**src/rtl/cellrv32_clkgen_pkg.sv**
```systemverilog
// Shared constants for the IO prescaler tick generator: counter width,
// tap map and symbolic ratio selects used by the peripherals.
package cellrv32_clkgen_pkg;

  localparam int clkgen_width_c = 12;
  localparam int clkgen_num_c   = 8;

  // Counter bit feeding each tick output; entry i drives clkgen_o[i].
  localparam logic [clkgen_num_c-1:0][3:0] clkgen_tap_c = {
    4'd11, 4'd10, 4'd9, 4'd6, 4'd5, 4'd2, 4'd1, 4'd0
  };

  typedef enum logic [2:0] {
    clk_div2_c    = 3'd0,
    clk_div4_c    = 3'd1,
    clk_div8_c    = 3'd2,
    clk_div64_c   = 3'd3,
    clk_div128_c  = 3'd4,
    clk_div1024_c = 3'd5,
    clk_div2048_c = 3'd6,
    clk_div4096_c = 3'd7
  } clk_div_e;

endpackage

```
**src/rtl/cellrv32_clkgen_if.sv**
```systemverilog
// Request/tick bundle between the peripherals (master) and the prescaler (slave).
interface cellrv32_clkgen_if
  import cellrv32_clkgen_pkg::*;
#(
  parameter int NUM_REQ = 8
);

  logic [NUM_REQ-1:0]      clkgen_en_i;
  logic                    freeze_i;
  logic [clkgen_num_c-1:0] clkgen_o;
  logic                    active_o;

  modport master (
    output clkgen_en_i,
    output freeze_i,
    input  clkgen_o,
    input  active_o
  );

  modport slave (
    input  clkgen_en_i,
    input  freeze_i,
    output clkgen_o,
    output active_o
  );

endinterface

```
**src/rtl/cellrv32_clkgen.sv**
```systemverilog
// Shared prescaler: free-running counter while any peripheral requests it,
// with rising-edge detection on fixed counter taps to form one-cycle ticks.
module cellrv32_clkgen
  import cellrv32_clkgen_pkg::*;
#(
  parameter int NUM_REQ = 8,
  parameter int CNT_W   = clkgen_width_c
) (
  input  logic              clk_i,
  input  logic              rstn_i,
  cellrv32_clkgen_if.slave  bus
);

  logic [CNT_W-1:0]        cnt_q, cnt_d;
  logic [clkgen_num_c-1:0] tap_prev_q, tap_prev_d;
  logic [clkgen_num_c-1:0] clkgen_q, clkgen_d;
  logic                    active_q, active_d;
  logic [clkgen_num_c-1:0] tap_cur_s;
  logic [clkgen_num_c-1:0] tick_s;
  logic                    en_any_s;

  // Any enabled requester keeps the prescaler running.
  always_comb begin
    en_any_s = 1'b0;
    for (int i = 0; i < NUM_REQ; i++) begin
      en_any_s = en_any_s | bus.clkgen_en_i[i];
    end
  end

  // Only the tapped bits of the previous count matter, so only those are kept.
  for (genvar g = 0; g < clkgen_num_c; g++) begin : g_tap
    assign tap_cur_s[g] = cnt_q[clkgen_tap_c[g]];
    assign tick_s[g]    = tap_cur_s[g] & ~tap_prev_q[g];
  end

  // Next-state: idle clears phase, freeze holds counter and history.
  always_comb begin
    cnt_d      = cnt_q;
    tap_prev_d = tap_prev_q;
    clkgen_d   = {clkgen_num_c{1'b0}};
    active_d   = 1'b0;
    if (!en_any_s) begin
      cnt_d      = {CNT_W{1'b0}};
      tap_prev_d = {clkgen_num_c{1'b0}};
    end else if (bus.freeze_i) begin
      cnt_d      = cnt_q;
      tap_prev_d = tap_prev_q;
    end else begin
      cnt_d      = cnt_q + CNT_W'(1);
      tap_prev_d = tap_cur_s;
      clkgen_d   = tick_s;
      active_d   = 1'b1;
    end
  end

  // State and output registers.
  always_ff @(posedge clk_i) begin
    if (!rstn_i) begin
      cnt_q      <= {CNT_W{1'b0}};
      tap_prev_q <= {clkgen_num_c{1'b0}};
      clkgen_q   <= {clkgen_num_c{1'b0}};
      active_q   <= 1'b0;
    end else begin
      cnt_q      <= cnt_d;
      tap_prev_q <= tap_prev_d;
      clkgen_q   <= clkgen_d;
      active_q   <= active_d;
    end
  end

  assign bus.clkgen_o = clkgen_q;
  assign bus.active_o = active_q;

endmodule

```
**src/flat_wrapper.sv**
```systemverilog
// flat-port wrapper written by rule: the top's interface ports become plain ports
module cellrv32_clkgen_flat import cellrv32_clkgen_pkg::*;
#(
  parameter int NUM_REQ = 8,
  parameter int CNT_W   = clkgen_width_c
)
  (clk_i, rstn_i, bus_clkgen_en_i, bus_freeze_i, bus_clkgen_o, bus_active_o);
  cellrv32_clkgen_if #(.NUM_REQ(NUM_REQ)) bus_i ();
  input  logic clk_i;
  input  logic rstn_i;
  input wire logic [$bits(bus_i.clkgen_en_i)-1:0] bus_clkgen_en_i;
  input wire logic [$bits(bus_i.freeze_i)-1:0] bus_freeze_i;
  output wire logic [$bits(bus_i.clkgen_o)-1:0] bus_clkgen_o;
  output wire logic [$bits(bus_i.active_o)-1:0] bus_active_o;
  assign bus_i.clkgen_en_i = bus_clkgen_en_i;
  assign bus_i.freeze_i = bus_freeze_i;
  assign bus_clkgen_o = bus_i.clkgen_o;
  assign bus_active_o = bus_i.active_o;
  cellrv32_clkgen #(.NUM_REQ(NUM_REQ), .CNT_W(CNT_W)) u_core (.clk_i(clk_i), .rstn_i(rstn_i), .bus(bus_i));
endmodule
```
**config.mk**
```make
export PLATFORM = sky130hd
export DESIGN_NAME = cellrv32_clkgen_flat
export DESIGN_NICKNAME = d
export VERILOG_FILES = /design/src/rtl/cellrv32_clkgen_pkg.sv /design/src/rtl/cellrv32_clkgen_if.sv /design/src/rtl/cellrv32_clkgen.sv /design/src/flat_wrapper.sv
export SDC_FILE = /design/constraint.sdc
export NUM_CORES = 1
export LEC_CHECK = 0
export BUFFER_PORTS_ARGS = -buffer_cell sky130_fd_sc_hd__buf_2
export CAP_MARGIN = 15
export CORE_MARGIN = 8
export CORE_UTILIZATION = 53
export DETAILED_ROUTE_END_ITERATION = 10
export GPL_ROUTABILITY_DRIVEN = 0
export PLACE_DENSITY = 0.8
export SLEW_MARGIN = 20
export SYNTH_ARGS = -nofsm -noshare
export SYNTH_HDL_FRONTEND = slang
export SYNTH_SLANG_ARGS = --single-unit
export TNS_END_PERCENT = 5
```
**constraint.sdc**
```tcl
create_clock -name clk_i -period 1.9 [get_ports clk_i]
set_clock_uncertainty 0.1 [all_clocks]
set_input_delay 0.095 -clock clk_i [delete_from_list [all_inputs] [get_ports clk_i]]
set_output_delay 0.095 -clock clk_i [all_outputs]
set_load 0.01 [all_outputs]
```
==> impl_metrics.py, run 1 <==
metrics = {
    "timing": {
        "timing.final.max_slew_violations": 0,
        "tightest_slew_ps": 351,
        "setup_viol": 0,
        "hold_viol": 0,
        "fmaxAchievable_mhz": 600,
        "grt_setup_unrepaired": "false",
        "fin_tns_setup_ps": 0,
        "whs_ps": 19.6,
        "layout_setup_ws_ps": 235,
        "period_share": 0.877,
        "relSlewSlack": 0.764,
        "layout_min_cycle_time_ps": 1670,
    },
    "synth": {
        "synth_top_cells_by_count": "dfxtp_1 (29), nor2_1 (12), mux2i_1 (8)",
        "synth_mux_area_frac": 0.0716,
        "synth-xor-area-share": 0.0313,
        "syn_area_per_cell_um2": 10.4,
        "yosysTopAreaCell": "dfxtp_1",
        "synth_seq_cells": 29,
        "ys_seq_area_frac": 0.519,
        "synthMostInstantiatedCell": "dfxtp_1",
        "synth_compound_area_frac": 0.0984,
        "syn_inst": 108,
        "synthAdderAreaFrac": 0.0112,
        "synth_area_leaders": "dfxtp_1 (52%), mux2i_1 (7.2%), nor2_1 (4.0%)",
        "syn_area_um2": 1120,
        "ys.flop_type": "dfxtp_1",
        "synth.distinct_cells": 29,
        "synthArstFlopShare": 0,
        "synth_warnings": 0,
        "synth_edf_count": 0,
        "syn_nets": 120,
        "synthSimpleGateAreaFrac": 0.235,
        "synth.top_cell.area_share": 0.519,
        "synth_top_family_by_area": "simple AND/OR/NAND/NOR gates",
    },
    "global_routing": {
        "grt_pass1_wl_um": 3470,
        "overflow": 0,
        "grt_pass1_vias": 837,
        "antenna_found_initial": 0,
        "grt_usage": 0.125,
        "grt_max_degree": 29,
    },
    "drt": {
        "ant_nets": 0,
        "vias_per_cell": 5.51,
        "vias": 882,
        "wl_per_cell_um": 12.9,
        "first_pass_iters": 4,
        "routed_wl_um": 2060,
        "drc_errors": 0,
        "drt_iter0_markers": 7,
    },
    "worst_setup_path": {
        "worst-path-buf-inv": 2,
        "crit_type": "input pin to register",
        "r2r-end": "u_core.cnt_q[9]",
        "crit_slowest_cell": "dlygate4sd3_1",
        "r2r_cells": 3,
        "crit_arrival_ps": 1820,
        "cp.depth": 5,
        "setup.worst_path.end_class": "register",
        "critPathRequiredTime_ps": 2050,
        "r2r_start": "u_core.cnt_q[2]",
        "start_kind": "input pin",
        "rrSetupSlack_ps": 360,
        "path_cells": "dlygate4sd3_1 > buf_2 > nand4b_1 > or4_1 > a21oi_1",
        "cp_top_family": "simple AND/OR/NAND/NOR gates",
        "slowest_delay_ps": 540,
        "cp-startpoint": "bus_freeze_i",
        "endpoint": "u_core.cnt_q[9]",
        "crit_path_max_fanout": 8,
    },
    "clocking": {
        "cts-hold-fix-buffers": 1,
        "cts_tree": "yes",
        "cts_max_level": 2,
        "cts_root_buffer": "clkbuf_4",
        "cts_resized": 0,
        "cts_buffers": 5,
        "worstSkewPairLatency_ps": 310,
        "clkTransAtPathRegs_ps": 80,
        "cts_buffer_depth": 2,
        "postCtsSetupRepairBufs": 0,
        "clock-sinks": 29,
    },
    "pwr": {
        "ir_worst_vdd_v": 0.000528,
        "switching_share": 0.218,
        "p_leak_nw": 0.507,
        "comb_power_share": 0.059,
        "switchingPower_uw": 228,
        "p_seq_frac": 0.595,
        "power_density_nw_per_um2": 808,
        "p_clk_frac": 0.346,
        "p_int_uw": 820,
    },
    "floorplanning": {
        "rows": 16,
        "die_w_um": 61.9,
        "die_y_um": 61.9,
        "dieArea_um2": 3840,
        "start_util": 0.564,
        "core_um2": 1980,
        "design.portCount": 20,
    },
    "cells_and_area": {
        "finalNonFillerCells": 160,
        "area_growth_pct": 16.0,
        "drive_above_1_share": 0.241,
        "fill_cells": 169,
        "fin_nets": 145,
        "antenna_cells": 0,
        "stdcell_area_um2": 1300,
    },
    "min_path": {
        "hp-class": "input pin to register",
        "min_path_cells": 3,
    },
    "place": {
        "hpwl_um": 1440,
        "dp_slack_ps": 369,
        "place_area_um2": 1230,
        "numPortBuffers": 19,
        "dp_cells": 152,
    },
    "run": {
        "cap_violations": 0,
    },
    "status": {
        "status": "complete, no violations",
    },
}
-- registers in the layout, indices dropped and copies added (netlist names) --
register / cells
u_core.bus.active_o: 1
u_core.bus.clkgen_o: 8
u_core.cnt_q: 12
u_core.tap_prev_q: 8
-- worst reg2reg max path: stages, from the launching register on --
cell and delay [ps]:
dfxtp_1 420, nand4b_1 320, or4_1 490, a21oi_1 140
-- power by group through the flow --
stage               clock, mW  combinational (mW)  sequential, mW
floorplan                   0              0.0405           0.638
CTS                     0.375              0.0631           0.624
finish                  0.363              0.0619           0.624
global placement            0              0.0588           0.637
detailed placement          0              0.0613           0.638
global route            0.400              0.0694           0.625
-- cells in the final DEF, fill, tap and decap left out, types with 2 or more instances in the layout --
cell	netlist	final
nor4b_1	5	5
mux2i_1	8	8
buf_4	0	2
nand2_1	4	4
nor2b_1	2	2
xor2_1	3	3
nand3_1	2	2
a21oi_1	7	7
or4_4	2	2
or3_1	3	3
o21ai_0	4	4
nor4_1	2	2
nor3_1	2	2
clkbuf_4	0	5
nand4b_1	2	2
nand2b_1	2	2
nor2_1	12	12
o31ai_1	3	3
or4_1	3	3
dfxtp_1	29	29
buf_2	0	19
inv_1	2	2
-- metal layers --
metal	up-vias	GRT usage	wire (um)
li1	443	-	-
met1	414	0.144	917
met2	21	0.186	988
met3	4	0.0535	126
met4	0	0.0779	27
met5	-	0	0
-- cells by family (layout without fill, tap and decap cells) --
logic type / Yosys count / count (layout)
adders and majority gates: 1 / 1
xor gates and xnor gates: 4 / 4
buffers and inverters: 6 / 31
DFF: 29 / 29
and+or+nand+nor: 43 / 43
AOI/OAI and AO/OA: 17 / 17
muxes: 8 / 8
-- through the flow --
| stage | util | total power [mW] |
|---|---|---|
| 6_report | 0.655 | 1.05 |
| 3_5_place_dp | 0.622 | 0.699 |
| 4_1_cts | 0.655 | 1.06 |
| 5_1_grt | 0.655 | 1.09 |
| 2_1_floorplan | - | 0.679 |
| 3_3_place_gp | 0.622 | 0.696 |
-- final cells by class --
cell class	instances	area, um2	share of cell area
well taps	27	33.8	0.0260
flip-flops and latches	29	581	0.447
multi-input cells	73	500	0.386
repair buffers	22	120	0.0926
clock buffers	7	55.1	0.0424
inverters	2	7.51	0.00579
-- how the worst min path moves through the flow --
| stage | start | to | slack (ps) |
|---|---|---|---|
| 3_3_place_gp | bus_freeze_i | u_core.bus.clkgen_o[7] | 280 |
| 6_report | rstn_i | u_core.cnt_q[11] | 20 |
| 3_5_place_dp | bus_freeze_i | u_core.bus.clkgen_o[7] | 290 |
| 2_1_floorplan | rstn_i | u_core.cnt_q[11] | 170 |
| 4_1_cts | rstn_i | u_core.cnt_q[11] | 8 |
| 5_1_grt | rstn_i | u_core.cnt_q[11] | 10 |
Power figures use the tool's default switching activity.
==> run 2, diff against run 1 <==
- CTS_CLUSTER_SIZE: default -> 12
- PLACE_DENSITY: 0.8 -> 0.77
==> run 2 against run 1 <==
  * Sequential share of layout area unchanged
  * Register-to-register slack worse by 50 ps
  * Largest power group unchanged
  * Non-clock buffer count is the same
  * Sequential power about the same
  * First-iteration DRC count rose by 43%
==> impl_metrics.py, run 2 (synthesized netlist as in run 1, its figures left out) <==
metrics = {
    "clocking": {
        "clkTransAtPathRegs_ps": 80,
        "cts-hold-fix-buffers": 1,
        "cts_max_level": 2,
        "worstSkewPairLatency_ps": 320,
        "cts_tree": "yes",
        "postCtsSetupRepairBufs": 0,
        "clock-sinks": 29,
        "cts_buffer_depth": 2,
        "cts_resized": 0,
        "cts_root_buffer": "clkbuf_4",
        "cts_buffers": 5,
    },
    "worst_setup_path": {
        "slowest_delay_ps": 440,
        "path_cells": "ha_1 > nand3b_1 > or4_1 > a21oi_1",
        "r2r_start": "u_core.cnt_q[1]",
        "crit_arrival_ps": 1740,
        "start_kind": "register",
        "r2r_cells": 4,
        "r2r-end": "u_core.cnt_q[10]",
        "crit_slowest_cell": "or4_1",
        "cp_top_family": "simple AND/OR/NAND/NOR gates",
        "worst-path-buf-inv": 0,
        "rrSetupSlack_ps": 310,
        "cp-startpoint": "u_core.cnt_q[1]",
        "crit_type": "register to register",
        "critPathRequiredTime_ps": 2050,
        "setup.worst_path.end_class": "register",
        "crit_path_max_fanout": 6,
    },
    "timing": {
        "fin_tns_setup_ps": 0,
        "relSlewSlack": 0.777,
        "fmaxAchievable_mhz": 629,
        "setup_viol": 0,
        "timing.final.max_slew_violations": 0,
        "layout_min_cycle_time_ps": 1590,
        "hold_viol": 0,
        "grt_setup_unrepaired": "false",
        "tightest_slew_ps": 331,
        "whs_ps": 35.6,
        "period_share": 0.837,
    },
    "cells_and_area": {
        "largest_reg_flops": 12,
        "top_register": "u_core.cnt_q",
        "mostFrequentLayoutCell": "dfxtp_1",
        "final_cell_mix": "dfxtp_1 (29), buf_2 (19), nor2_1 (12)",
        "area_growth_pct": 16.0,
        "antenna_cells": 0,
        "drive_above_1_share": 0.241,
        "fin_nets": 145,
    },
    "global_routing": {
        "antenna_found_initial": 0,
        "grt_usage": 0.124,
        "grt_pass1_vias": 804,
        "grt_max_degree": 29,
        "overflow": 0,
        "grt_pass1_wl_um": 3370,
    },
    "drt": {
        "vias_per_cell": 5.41,
        "wl_per_cell_um": 12.5,
        "first_pass_iters": 4,
        "routed_wl_um": 2000,
        "drc_errors": 0,
        "ant_nets": 0,
        "drt_iter0_markers": 10,
        "vias": 865,
    },
    "min_path": {
        "hp-start": "bus_freeze_i",
        "min_to": "u_core.bus.clkgen_o[7]",
        "hp-class": "input pin to register",
        "min_path_cells": 2,
    },
    "floorplanning": {
        "die_w_um": 61.9,
        "die_y_um": 61.9,
        "core_um2": 1980,
        "dieArea_um2": 3840,
        "design.portCount": 20,
        "start_util": 0.564,
        "rows": 16,
    },
    "place": {
        "hpwl_um": 1390,
        "numPortBuffers": 19,
    },
    "run": {
        "cap_violations": 0,
    },
    "pwr": {
        "p_leak_nw": 0.507,
        "power_density_nw_per_um2": 807,
        "ir_worst_vdd_v": 0.000538,
        "fin_total_pwr_mw": 1.05,
    },
    "status": {
        "status": "complete, no violations",
    },
}
==> run 2: area by class of cell <==
| type | count | area (um2) |
|---|---|---|
| Fill cell | 163 | 684 |
| Tap cell | 27 | 33.8 |
| Inverter | 2 | 7.51 |
| Timing Repair Buffer | 22 | 120 |
| Clock buffer | 7 | 55.1 |
| Multi-Input combinational cell | 73 | 500 |
| Sequential cell | 29 | 581 |
==> run 2: through the flow <==
step                instance area [um2]  utilization  setup slack (ps)  cells
finish                             1300        0.655               311    160
global route                       1300        0.655               197    160
CTS                                1300        0.655               324    160
detailed placement                 1230        0.622               352    152
global placement                   1230        0.622               395    152
floorplan                          1120            -               528    108
==> run 2: worst max path at each step <==
| stage | endpoint | slack [ps] | depth (start not counted) |
|---|---|---|---|
| 2_1_floorplan | u_core.cnt_q[8] | 530 | 4 |
| 3_3_place_gp | u_core.bus.clkgen_o[6] | 390 | 5 |
| 3_5_place_dp | u_core.cnt_q[10] | 350 | 4 |
| 4_1_cts | u_core.cnt_q[10] | 320 | 4 |
| 5_1_grt | u_core.cnt_q[10] | 200 | 4 |
| 6_report | u_core.cnt_q[10] | 310 | 4 |
==> run 2: metal layers <==
| layer | global-route usage | vias up | wire, um |
|---|---|---|---|
| met5 | 0 | - | 0 |
| met4 | 0.0877 | 0 | 53 |
| met3 | 0.0535 | 7 | 133 |
| met2 | 0.195 | 21 | 921 |
| met1 | 0.132 | 394 | 894 |
| li1 | - | 443 | - |
==> run 2: power by group <==
part / total (mW) / internal, mW / switching [mW] / leakage, nW
sequential: 0.624 / 0.617 / 0.00725 / 0.234
clock: 0.361 / 0.174 / 0.187 / 0.0314
combinational: 0.0614 / 0.0290 / 0.0324 / 0.241
total: 1.05 / 0.820 / 0.227 / 0.507
==> run 2: worst reg2reg max path, cell delays in order (launching register included) <==
cell and delay, ps:
dfxtp_1 410, ha_1 230, nand3b_1 190, or4_1 440, a21oi_1 160
==> run 3, diff against run 2 <==
- ABC_AREA: default -> 1
- clock period: 1.9 -> 1.6 ns (I/O delays scaled with it)
==> run 3 against run 2 <==
  * Fmax increased by 14%
  * Area after synthesis is 4.1% higher
  * Clock power increased by 12%
  * Flip-flop and latch count unchanged
  * Critical path type unchanged
  * Routed wire length is 2.8% higher
  * Worst setup slack worse by 100 ps
  * Count of clock-buffer cells in the layout grew 1
  * Utilization decreased by 3.8 points
  * Largest cell class unchanged
  * Non-clock buffer count down 2
  * First-iteration DRC count grew 140%
  * Power rose by 15%
  * Combinational power increased by 5.7%
==> impl_metrics.py, run 3 <==
metrics = {
    "worst_setup_path": {
        "crit_type": "register to register",
        "crit_slowest_cell": "dfxtp_1",
        "worst-path-buf-inv": 0,
        "crit_path_max_fanout": 5,
        "setup.worst_path.end_class": "register",
        "start_kind": "register",
        "crit_arrival_ps": 1500,
        "critPathRequiredTime_ps": 1710,
        "path_cells": "ha_1 > nand3_1 > nor2_4 > nand3_1 > nand2_1 > nor2_1",
        "slowest_delay_ps": 430,
        "cp_top_family": "simple AND/OR/NAND/NOR gates",
        "crit_top_cell": "nand3_1",
    },
    "drt": {
        "first_pass_iters": 4,
        "drt_iter0_markers": 24,
        "routed_wl_um": 2060,
        "vias_per_cell": 4.80,
        "vias": 989,
        "drc_errors": 0,
        "ant_nets": 0,
        "wl_per_cell_um": 9.99,
    },
    "place": {
        "dp_slack_ps": 229,
        "hpwl_um": 1520,
        "numPortBuffers": 19,
    },
    "cells_and_area": {
        "top_register": "u_core.cnt_q",
        "largest_reg_flops": 12,
        "final_cell_mix": "nand2_1 (29), dfxtp_1 (29), nor2_1 (27)",
        "area_growth_pct": 13.7,
        "fin_nets": 189,
        "antenna_cells": 0,
        "drive_above_1_share": 0.174,
    },
    "timing": {
        "setup_viol": 0,
        "layout_setup_ws_ps": 210,
        "fmaxAchievable_mhz": 719,
        "layout_min_cycle_time_ps": 1390,
        "hold_viol": 0,
        "relSlewSlack": 0.698,
        "whs_ps": 55.1,
        "grt_setup_unrepaired": "false",
        "period_share": 0.869,
        "timing.final.max_slew_violations": 0,
        "fin_tns_setup_ps": 0,
        "tightest_slew_ps": 451,
    },
    "global_routing": {
        "grt_pass1_vias": 849,
        "grt_pass1_wl_um": 3640,
        "antenna_found_initial": 0,
        "grt_usage": 0.115,
        "overflow": 0,
        "grt_max_degree": 23,
    },
    "floorplanning": {
        "rows": 17,
        "die_w_um": 62.9,
        "core_um2": 2150,
        "die_y_um": 62.9,
        "dieArea_um2": 3950,
        "design.portCount": 20,
        "start_util": 0.542,
    },
    "clocking": {
        "cts_resized": 0,
        "worstSkewPairLatency_ps": 310,
        "cts_root_buffer": "clkbuf_4",
        "cts_buffers": 5,
        "clkTransAtPathRegs_ps": 80,
        "cts_tree": "yes",
        "cts_max_level": 2,
        "clock-sinks": 29,
        "cts_buffer_depth": 2,
        "cts-hold-fix-buffers": 0,
        "postCtsSetupRepairBufs": 0,
    },
    "synth": {
        "syn_nets": 166,
        "synth_edf_count": 0,
        "synth_compound_area_frac": 0.0720,
        "synth_area_leaders": "dfxtp_1 (50%), nand2_1 (9.3%), nor2_1 (8.7%)",
        "synth.distinct_cells": 18,
        "synth_top_family_by_area": "simple AND/OR/NAND/NOR gates",
        "synth_mux_area_frac": 0,
        "synthArstFlopShare": 0,
        "synth_top_cells_by_count": "dfxtp_1 (29), nand2_1 (29), nor2_1 (27)",
        "synth-xor-area-share": 0.0150,
        "synthSimpleGateAreaFrac": 0.307,
        "syn_inst": 154,
        "ys_seq_area_frac": 0.498,
        "synth_warnings": 0,
        "synth.top_cell.area_share": 0.498,
        "syn_area_per_cell_um2": 7.56,
        "ys.flop_type": "dfxtp_1",
        "synth_seq_cells": 29,
        "synthAdderAreaFrac": 0.0107,
        "syn_area_um2": 1160,
        "yosysTopAreaCell": "dfxtp_1",
    },
    "pwr": {
        "power_density_nw_per_um2": 910,
        "p_leak_nw": 0.591,
        "ir_worst_vdd_v": 0.000732,
    },
    "min_path": {
        "hp-class": "input pin to register",
    },
    "run": {
        "cap_violations": 0,
    },
    "status": {
        "status": "complete, no violations",
    },
}
## run 3: cell types whose count changed after synthesis, moves of 7 or more
| cell | previous run | this run |
|---|---|---|
| nor3_1 | 2 | 9 |
| nand2_1 | 4 | 29 |
| inv_1 | 2 | 20 |
| mux2i_1 | 8 | 0 |
| nand3_1 | 2 | 10 |
| nor2_1 | 12 | 27 |
## run 3: power breakdown
part           internal (mW)  total, mW  switching [mW]  leakage [nW]
Sequential             0.730      0.737         0.00707         0.234
Combinational         0.0252     0.0649          0.0397         0.330
Clock                  0.175      0.404           0.229        0.0265
## run 3: layout make-up
type | count | area (um2)
fillers | 191 | 823
inverters | 21 | 86.3
well taps | 28 | 35.0
repair buffers | 20 | 103
flip-flops and latches | 29 | 581
clock buffers | 8 | 48.8
multi-input cells | 100 | 472
## run 3: worst paths after layout
check / startpoint / end / slack, ps / cells after the start
worst max-delay path: u_core.cnt_q[1] / u_core.cnt_q[10] / 210 / 6
worst min-delay path: bus_freeze_i / u_core.bus.active_o / 60 / 2
worst min register to register: u_core.tap_prev_q[2] / u_core.bus.clkgen_o[2] / 320 / 1
worst max register to register: u_core.cnt_q[1] / u_core.cnt_q[10] / 210 / 6
## run 3: per-layer routing
layer | part of all wire | vias up | global-route usage
met5 | 0 | - | 0
met1 | 0.47 | 442 | 0.120
met3 | 0.041 | 2 | 0.0609
li1 | - | 529 | -
met4 | 0.0068 | 0 | 0.0513
met2 | 0.48 | 16 | 0.186
## run 3: logic make-up after synthesis
family,count (synthesis)
fa+ha+maj,1
xor+xnor,2
buf+inv,25
flops,29
compound gates,16
simple gates,81
## run 3: stage by stage
step / std cells / total power, mW / area (um2) / utilization
2_1_floorplan: 154 / 0.799 / 1160 / -
3_3_place_gp: 198 / 0.817 / 1280 / 0.594
3_5_place_dp: 198 / 0.819 / 1280 / 0.594
4_1_cts: 206 / 1.22 / 1330 / 0.617
5_1_grt: 206 / 1.26 / 1330 / 0.617
6_report: 206 / 1.21 / 1330 / 0.617
